===== src/rtl/inst_fetch_fifo.sv =====
// inst_fetch_fifo: dual-issue FWFT instruction buffer, 0-2 push / 0-2 pop per cycle, all-or-nothing push groups, occupancy flags for pipeline control
module inst_fetch_fifo #(
  parameter int DEPTH = 8,
  parameter int AW = 3
) (
  input  logic          clk,
  input  logic          resetn,
  input  logic          flush,
  input  logic [1:0]    push_cnt,
  input  logic [31:0]   push_pc,
  input  logic [31:0]   push_inst0,
  input  logic [31:0]   push_inst1,
  output logic          push_ack,
  input  logic [1:0]    pop_cnt,
  output logic          out_valid0,
  output logic          out_valid1,
  output logic [31:0]   out_pc0,
  output logic [31:0]   out_inst0,
  output logic [31:0]   out_pc1,
  output logic [31:0]   out_inst1,
  output logic [AW:0]   count,
  output logic          fifo_empty,
  output logic          fifo_full,
  output logic          fifo_1_left,
  output logic          fifo_2_left
);
  localparam logic [AW-1:0] ONE = 1;
  logic [31:0] pc_mem [DEPTH];
  logic [31:0] inst_mem [DEPTH];
  logic [AW-1:0] rd_ptr, wr_ptr, rd1, wr1;
  logic [1:0] pcnt, ocnt, epop;
  assign pcnt = push_cnt == 2'd3 ? 2'd0 : push_cnt;
  assign ocnt = pop_cnt == 2'd3 ? 2'd0 : pop_cnt;
  assign epop = (AW+1)'(ocnt) > count ? count[1:0] : ocnt;
  assign push_ack = resetn & ~flush & (pcnt != 2'd0) & ((AW+1)'(DEPTH) - count >= (AW+1)'(pcnt));
  assign rd1 = rd_ptr + ONE;
  assign wr1 = wr_ptr + ONE;
  always_ff @(posedge clk) begin
    if (push_ack) begin
      pc_mem[wr_ptr] <= push_pc;
      inst_mem[wr_ptr] <= push_inst0;
      if (pcnt == 2'd2) begin
        pc_mem[wr1] <= push_pc + 32'd4;
        inst_mem[wr1] <= push_inst1;
      end
    end
  end
  always_ff @(posedge clk) begin
    if (!resetn || flush) begin
      rd_ptr <= '0;
      wr_ptr <= '0;
      count <= '0;
    end else begin
      rd_ptr <= rd_ptr + AW'(epop);
      wr_ptr <= push_ack ? wr_ptr + AW'(pcnt) : wr_ptr;
      count <= count + (AW+1)'(push_ack ? pcnt : 2'd0) - (AW+1)'(epop);
    end
  end
  always_comb begin
    out_pc0 = pc_mem[rd_ptr];
    out_inst0 = inst_mem[rd_ptr];
    out_pc1 = pc_mem[rd1];
    out_inst1 = inst_mem[rd1];
    out_valid0 = count >= (AW+1)'(1);
    out_valid1 = count >= (AW+1)'(2);
    fifo_empty = count == '0;
    fifo_full = count == (AW+1)'(DEPTH);
    fifo_1_left = count == (AW+1)'(DEPTH-1);
    fifo_2_left = count == (AW+1)'(DEPTH-2);
  end
endmodule


===== config.mk =====
export PLATFORM = sky130hd
export DESIGN_NAME = inst_fetch_fifo
export DESIGN_NICKNAME = d
export VERILOG_FILES = /design/src/rtl/inst_fetch_fifo.sv
export SDC_FILE = /design/constraint.sdc
export NUM_CORES = 1
export LEC_CHECK = 0
export ABC_CLOCK_PERIOD_IN_PS = 7400
export CORE_ASPECT_RATIO = 2
export CORE_MARGIN = 4
export CORE_UTILIZATION = 25
export CTS_BUF_LIST = sky130_fd_sc_hd__clkbuf_4 sky130_fd_sc_hd__clkbuf_8
export DETAILED_ROUTE_END_ITERATION = 16
export PLACE_DENSITY_LB_ADDON = 0.05
export SYNTH_ARGS = -nofsm -noshare
export SYNTH_HDL_FRONTEND = slang
export SYNTH_SLANG_ARGS = --single-unit

===== constraint.sdc =====
create_clock -name clk -period 7.4 [get_ports clk]
set_input_delay 1.11 -clock clk [delete_from_list [all_inputs] [get_ports clk]]
set_output_delay 1.11 -clock clk [all_outputs]
set_load 0.01 [all_outputs]

# Word-level counts from Yosys, hierarchy flattened
# Memory sizes are Yosys's and may differ from the RTL's. A register that Yosys moved wholly into a read port is not among the register bits.
# Cells that the tools add are included.
[word_totals] romBits=0 memories=2 ramBits=512 ff_bits=10 in_bits=103 latch_bits=0 output_inout_bits=139
[mem_list] name="inst_mem" depth=8 width=32 rd=2 rd_ports_with_merged_regs=1 wr=2 line_no="29" source="logic [31:0] inst_mem [DEPTH];"
[mem_list] name="pc_mem" depth=8 width=32 rd=2 rd_ports_with_merged_regs=1 wr=2 line_no="28" source="logic [31:0] pc_mem [DEPTH];"
[classes] n_mul=0 mux=11 n_div=0 shifts=0 n_lt_le_gt_ge=4 eq_ne=6 addsub=8 bitwise=4 n_reduce_logical=4
[ops] cell="$add 32x3->32 const B" n=1
[ops] cell="$eq 4x3->1 const B" n=2
[ops] cell="$mux 2" n=4
[ops] cell="$add 3x1->3 const B" n=2
[ops] cell="$add 3x2->3" n=2
[ops] cell="$eq 2x2->1 const B" n=3
[ops] cell="$mux 3" n=2
[ops] cell="$mux 1" n=5
[ops] cell="$add 4x2->4" n=1
[ops] cell="$eq 4x4->1 const B" n=1
[ops] cell="$ge 4x1->1 const B" n=1
[ops] cell="$ge 4x2->1" n=1
[ops] cell="$ge 4x2->1 const B" n=1
[ops] cell="$gt 2x4->1" n=1
[ops] cell="$logic_not 4->1" n=1
[ops] cell="$sub 4x2->4" n=1
[ops] cell="$sub 4x4->4 const A" n=1
[ops] cell="$and 1x1->1" n=3
[ops] cell="$reduce_bool 2->1" n=1
[ops] cell="$logic_not 1->1" n=1
[ops] cell="$logic_or 1x1->1" n=1
[ops] cell="$not 1->1" n=1

# Longest topological paths before layout
# Gate-level depths: netlist of the first run.
[logic_depth] word_depth=8 depth_mapped=14

# Least setup slack after synthesis of the first run
# No wires, ideal clock.
[synth_path] path_kind="in2reg" startpoint="input port push_cnt[1]" endpoint="memory inst_mem[0][0] (enable)" setup_slack_ns=-0.342 path_buffers=0 setup_time_ns=0.581 cell_stages=8 arrival_ns=7.161 cell_sequence="inv_1 > ha_1 > ha_1 > nand2b_1 > a211oi_2 > a211oi_2 > nand2b_1 > o31ai_1"
[synth_lines] item="start, declared" line_no="9" source="input logic [1:0] push_cnt,"
[synth_lines] item="end, declared" line_no="29"

# Worst setup path in the final report of the first run
[layout_path] startpoint="register rd_ptr[0]" endpoint="output port out_inst1[26]"
[layout_between] elab_chain_len=2
[layout_lines] item="start, declared" line_no="30" source="logic [AW-1:0] rd_ptr, wr_ptr, rd1, wr1;"
[layout_lines] item="start signal, assigned" line_no="54" source="rd_ptr <= rd_ptr + AW'(epop);"
[layout_lines] item="$add 3x1->3" line_no="36" source="assign rd1 = rd_ptr + ONE;"
[layout_lines] item="$mem_v2 8x32"
[layout_lines] item="end, declared" line_no="20" source="output logic [31:0] out_inst1,"
# No other way between the ends.

==> results.md, run 1 <==
* Post-CTS Setup Inserts at 0
* Crit path time final at 5490 ps
* CTS Buffer Depth at 3
* Final number of setup-violating endpoints at 0
* Tot Pwr at 7.52 mW
* Ranking of synthesized cells by area: edfxtp_1 49%, mux4_2 18%, nand2_1 11%
* # nets final at 2864
* Gr usage total at 18.2%
* Hold-fix buffers, CTS at 0
* Synth cell types at 46
* Root buf cell: clkbuf_8
* Vias at 21500
* Leak at 12.5 nW
* CP peak stage delay at 850 ps
* Synth warn at 0
* Crit-path slowest cell: dfxtp_4
* Post-route setup slack at around 1900 ps
* CTS tree: yes
* WL/cell at 27.0 um
* RePlAce Congestion at 0.749
* Max-slew violations at 0
* Crit-path max FO at 40
* Crit path depth at 5
* First-pass GRT wire length at 171 mm
* Final Hold Viols at 0
* Multi-input logic area at 14700 um^2
* Worst-Margin Slew at 1090 ps
* Area leader, netlist: edfxtp_1
* Drt drc at 0
* Clock Skew at about 43 ps
* Vias in the first global route at ~23000
* I/O pin cnt at 242
* Most common cell after layout, fill and taps aside: nand2_1
* Post-synth EDFFs at 512
* CTS clock-pin slew for the worst setup and hold paths at 70 ps
* Register area at 15600 um^2
* Fin crit share at 74.1%
* Total grt overflow at 0
* # rows at 183
* Hold WS at around 680 ps
* P&R area growth vs syn at 18.9%
* CTS resizes at 0
* Buf/Inv on CP at 2
* Cell count after synthesis at 2599
* Worst Reg-to-Reg Cells at 9
* Max frequency at 182 MHz
* Critical path type: reg -> out
* Fillcell total at 12500
* Routed vias/inst at ~4.8
* Critical path arrival at 4380 ps
* Synth top area share at 49.2%
* Cells along the critical path: ha_4, buf_4, mux4_2, mux2_2, clkdlybuf4s50_1
* Synthesized flop and latch total at 522
* Full die area at approximately 130000 um^2
* VDD IR max at approximately 130 uV
* Final core utilization at 29.9%
* Fraction of registers with async set or reset after synthesis at 0%
* Worst rel slew slack at 27.6%
* Final antenna-violating net count at 0
* DP HPWL at 72.5 mm
* Sequential area share after synthesis at approximately 50%
* Die width at 258 um
* Cell area power density at about 200 nW/um^2
* HP Class: reg -> reg
* Iter 0 DRT Violations at 1661
* Run status: finished, final reports clean
* Worst path required time at around 6300 ps
* CTS H-tree depth at 3
* Die height at 508 um
* Core ar. at 124000 um^2
* Worst-Skew Late Latency at 770 ps
* Startpoint Class: register
* CP top delay family: buffers and inverters
* Most used DFF post-synth: edfxtp_1
* Largest net degree at the start of global routing at 103
* Layout cells sized above 1 at 22.0%
* Port Buffers at between 200 and 250
* RSZ-0062 raised after global routing: no
* Setup crit end kind: output pin
* Final setup TNS at 0 ps
* Commonest cells after routing, fill and taps aside: 877 x nand2_1, 512 x edfxtp_1, 256 x mux4_2
* Initial core utilization at about a quarter
* Clock sink count at ~520
* Avg Inst Size Synth at 12.0 um^2
* Hold path depth at 2
* Worst slack, placed at about 2200 ps
* Initial antenna violation count at 8
* Max cap viols at 0
* Total Wirelength at 120 mm
* Syn nets at 2730
* CTS Buf Count at 86
* TritonRoute pass-1 iters at 5
* Synth Cell Area at 31200 um^2
-- layer usage --
layer	track usage [%]	wire [um]	vias up
met3	2.78	5670	211
li1	-	-	9445
met1	21.7	47800	11100
met5	0	88	-
met4	5.99	3860	14
met2	33.2	63000	735
-- final cells by class --
| class | count | area share [%] |
|---|---|---|
| Sequential cell | 522 | 42.0 |
| Multi-Input combinational cell | 1808 | 39.7 |
| Timing Repair Buffer | 299 | 8.07 |
| Tap cell | 1665 | 5.61 |
| Clock buffer | 129 | 4.16 |
| Clock inverter | 26 | 0.310 |
| Inverter | 16 | 0.162 |
| Antenna cell | 2 | 0.0135 |
-- worst register-to-register path, delay by kind of cell, from the launching register on --
kind                     cells  cell delay, ps
flip-flops                   1             550
AO/OA/AOI/OAI                3            1310
AND/OR/NAND/NOR              1             390
buffers and inverters        3             900
adder cells (fa/ha/maj)      2             730
-- kinds of logic (layout without fill, tap and decap cells) --
| kind of cell | Yosys count | count (layout) | synth area share [%] |
|---|---|---|---|
| AOI/OAI and AO/OA | 41 | 41 | 1.13 |
| xor gates and xnor gates | 242 | 242 | 6.81 |
| adders and majority gates | 28 | 28 | 1.22 |
| buffers and inverters | 269 | 470 | 3.87 |
| DFF | 522 | 522 | 49.8 |
| muxes | 385 | 385 | 23.1 |
| other | 0 | 2 | 0 |
| and+or+nand+nor | 1112 | 1112 | 14.0 |
-- cell usage after synthesis, types with 11 or more instances --
cell type / count
mux2_2: 128
nand4_1: 17
clkbuf_1: 81
nand2_1: 877
buf_2: 123
ha_1: 24
mux4_2: 256
clkbuf_2: 22
nand3_1: 11
and2_1: 13
buf_1: 22
xnor2_1: 95
inv_1: 15
edfxtp_1: 512
nor2_1: 164
xor2_1: 146
-- through the flow --
stage | area (um^2) | instances
after floorplan | 31300 | 2599
after global placement | 35500 | 4310
after detailed placement | 35500 | 4310
after CTS | 37100 | 4465
after global routing | 37100 | 4466
final | 37100 | 4467
-- report_power, final --
| group | leakage [nW] | total (mW) | internal (mW) | switching, mW |
|---|---|---|---|---|
| clock | 0.879 | 2.60 | 1.33 | 1.27 |
| sequential | 4.70 | 3.34 | 3.30 | 0.0435 |
| combinational | 6.92 | 1.58 | 0.755 | 0.824 |
| total | 12.5 | 7.52 | 5.38 | 2.14 |
-- path summary, 6_finish.rpt --
check             startpoint         endpoint  slack [ps]
setup / recovery   rd_ptr[0]    out_inst1[26]        1910
hold / removal     wr_ptr[1]        wr_ptr[1]         680
setup reg to reg    count[0]  inst_mem[6][23]        3090
hold reg to reg    wr_ptr[1]        wr_ptr[1]         680
-- registers in the layout, indices dropped and copies added (netlist names) --
signal / cells
inst_mem: 256
pc_mem: 256
rd_ptr: 3
count: 4
wr_ptr: 3
Power figures use the tool's default switching activity.
==> inputs of run 2 (changes only) <==
- ABC_CLOCK_PERIOD_IN_PS: 7400 -> 5400
- clock period: 7.4 -> 5.4 ns (I/O delays scaled with it)
==> run 2 against run 1 <==
Clock skew shrank 15 ps. Global-route usage grew 0.70 points. First-iteration DRC count decreased by 6.7%. Die area stayed put. Power grew 38%. Core utilization up 0.37 points. Via count shrank 0.65%. Worst setup slack lost 1400 ps. Highest routed layer unchanged.
==> results.md, run 2 (same netlist as run 1, synthesis figures left out) <==
* Die height at 508 um (unchanged)
* Post-placement cell area at 35900 um^2 (+1.2%)
* Crit-path max FO at 38 (-5.0%)
* CTS clock-pin slew for the worst setup and hold paths at 60 ps (about the same)
* Core ar. at 124000 um^2 (unchanged)
* Worst r2r src: count[0]
* CTS Buf Count at 89 (+3.5%)
* Leak at 12.7 nW (+1.8%)
* Clock Skew at 27.7 ps (-15.4 ps)
* HP Class: reg -> reg
* Commonest cells after routing, fill and taps aside: 877 x nand2_1, 512 x edfxtp_1, 256 x mux4_2
* Largest regs: inst_mem: 256 flops, pc_mem: 256 flops, count: 4 flops
* Die width at 258 um (unchanged)
* Worst-Margin Slew at 1060 ps (-23.9 ps)
* # rows at 183 (unchanged)
* Layout cells sized above 1 at 22.8% (+0.74 points)
* CTS Buffer Depth at 3 (unchanged)
* Crit path time final at 4870 ps
* Final core utilization at 30.2% (+0.37 points)
* Total grt overflow at 0 (unchanged)
* Full die area at 131000 um^2 (unchanged)
* WL/cell at 27.8 um (+2.9%)
* VDD IR max at 188 uV (+48%)
* Most common cell after layout, fill and taps aside: nand2_1
* DP HPWL at 75.0 mm (+3.4%)
* I/O pin cnt at 242 (unchanged)
* Final antenna-violating net count at 0 (unchanged)
* First-pass GRT wire length at 176 mm (+2.6%)
* Post-route cell area at 37600 um^2 (+1.3%)
* Clock sink count at 522 (unchanged)
* Initial core utilization at 25.1% (unchanged)
* Vias in the first global route at 23100 (-0.67%)
* CP Launch Point: rd_ptr[0]
* Max-slew violations at 0 (unchanged)
* Port Buffers at 241 (unchanged)
* CTS tree: yes
* Final Hold Viols at 0 (unchanged)
* CP peak stage delay at 650 ps (-200 ps)
* RSZ-0062 raised after global routing: no
* Final number of setup-violating endpoints at 0 (unchanged)
* Setup crit end kind: output pin
* Worst-Skew Late Latency at 760 ps (about the same)
* # nets final at 2893 (+1.0%)
* Cells along the critical path: buf_4, buf_4, mux4_2, mux2_2, clkdlybuf4s50_1
* Initial antenna violation count at 15 (+7)
* Hold_sp: wr_ptr[1]
* TritonRoute pass-1 iters at 5 (unchanged)
* Gr usage total at 18.9% (+0.70 points)
* Most frequent CP cell: buf_4
* Worst rel slew slack at 28.9% (+1.3 points)
* Critical path arrival at 4060 ps (-320 ps)
* Hold-fix buffers, CTS at 0 (unchanged)
* Vias at 21300 (-0.65%)
* CTS H-tree depth at 3 (unchanged)
* Fin crit share at 90.2%
* Cell area power density at 276 nW/um^2 (+36%)
* Max frequency at 205 MHz
* Total Wirelength at 125 mm (+3.7%)
* Max cap viols at 0 (unchanged)
* Routed vias/inst at 4.74 (-1.4%)
* Root buf cell: clkbuf_8
* CTS resizes at 0 (unchanged)
* Final setup TNS at 0 ps (unchanged)
* Iter 0 DRT Violations at 1550 (-6.7%)
* Crit-path slowest cell: buf_4
* P&R area growth vs syn at 20.4%
* Startpoint Class: register
* Critical path type: reg -> out
* Largest net degree at the start of global routing at 114 (+11%)
* Post-CTS Setup Inserts at 0 (unchanged)
* Drt drc at 0 (unchanged)
* Worst path required time at 4590 ps (-1700 ps)
* RePlAce Congestion at 0.745 (-0.57%)
* Run status: finished, final reports clean
-- run 2: cell count changes in the layout (fill, tap and decap cells not counted), sizes merged --
cell    change
clkinv     +10
buf        +26
inv         +3
clkbuf      -7
diode       +3
-- run 2: per-stage QoR --
stage                     setup slack (ps)  instances  hold WS [ps]  total power [mW]
final                                  528       4502           685              10.4
after global routing                   231       4498           734              10.9
after CTS                              270       4497           689              10.6
after detailed placement               830       4336           682              6.88
after global placement                 866       4336           685              6.87
after floorplan                       -124       2599           551              5.91
-- run 2: worst max-delay path, delay by kind of cell (launching register included) --
family                 cells  cell delay, ps
DFF                        1             550
buffers and inverters      3            1750
muxes                      2             910
-- run 2: routing by layer --
| layer | wire, um | up-vias | track usage, % |
|---|---|---|---|
| met1 | 48300 | 11000 | 21.9 |
| met2 | 66100 | 680 | 34.8 |
| met5 | 109 | - | 0 |
| li1 | - | 9521 | - |
| met4 | 2980 | 16 | 5.37 |
| met3 | 7470 | 154 | 3.99 |
-- run 2: cell type report --
type                    count  area, um^2
well taps                1665        2080
fillers                 12600       86700
multi-input cells        1808       14700
diodes                      5        12.5
clock buffers             122        1480
clock inverters            39         205
inverters                  16        60.1
repair buffers            325        3430
flip-flops and latches    522       15600
-- run 2: final timing paths --
path,endpoint,slack [ps],cells past startpoint
worst max-delay path,out_pc1[27],530,5
worst min-delay path,wr_ptr[1],690,2
worst max register to register,pc_mem[2][7],1510,8
worst min register to register,wr_ptr[1],690,2
-- run 2: power by group --
group | switching (mW) | leakage (nW) | internal, mW | total (mW)
Combinational | 1.13 | 7.13 | 1.04 | 2.17
Sequential | 0.0487 | 4.70 | 4.52 | 4.57
Clock | 1.84 | 0.890 | 1.78 | 3.62
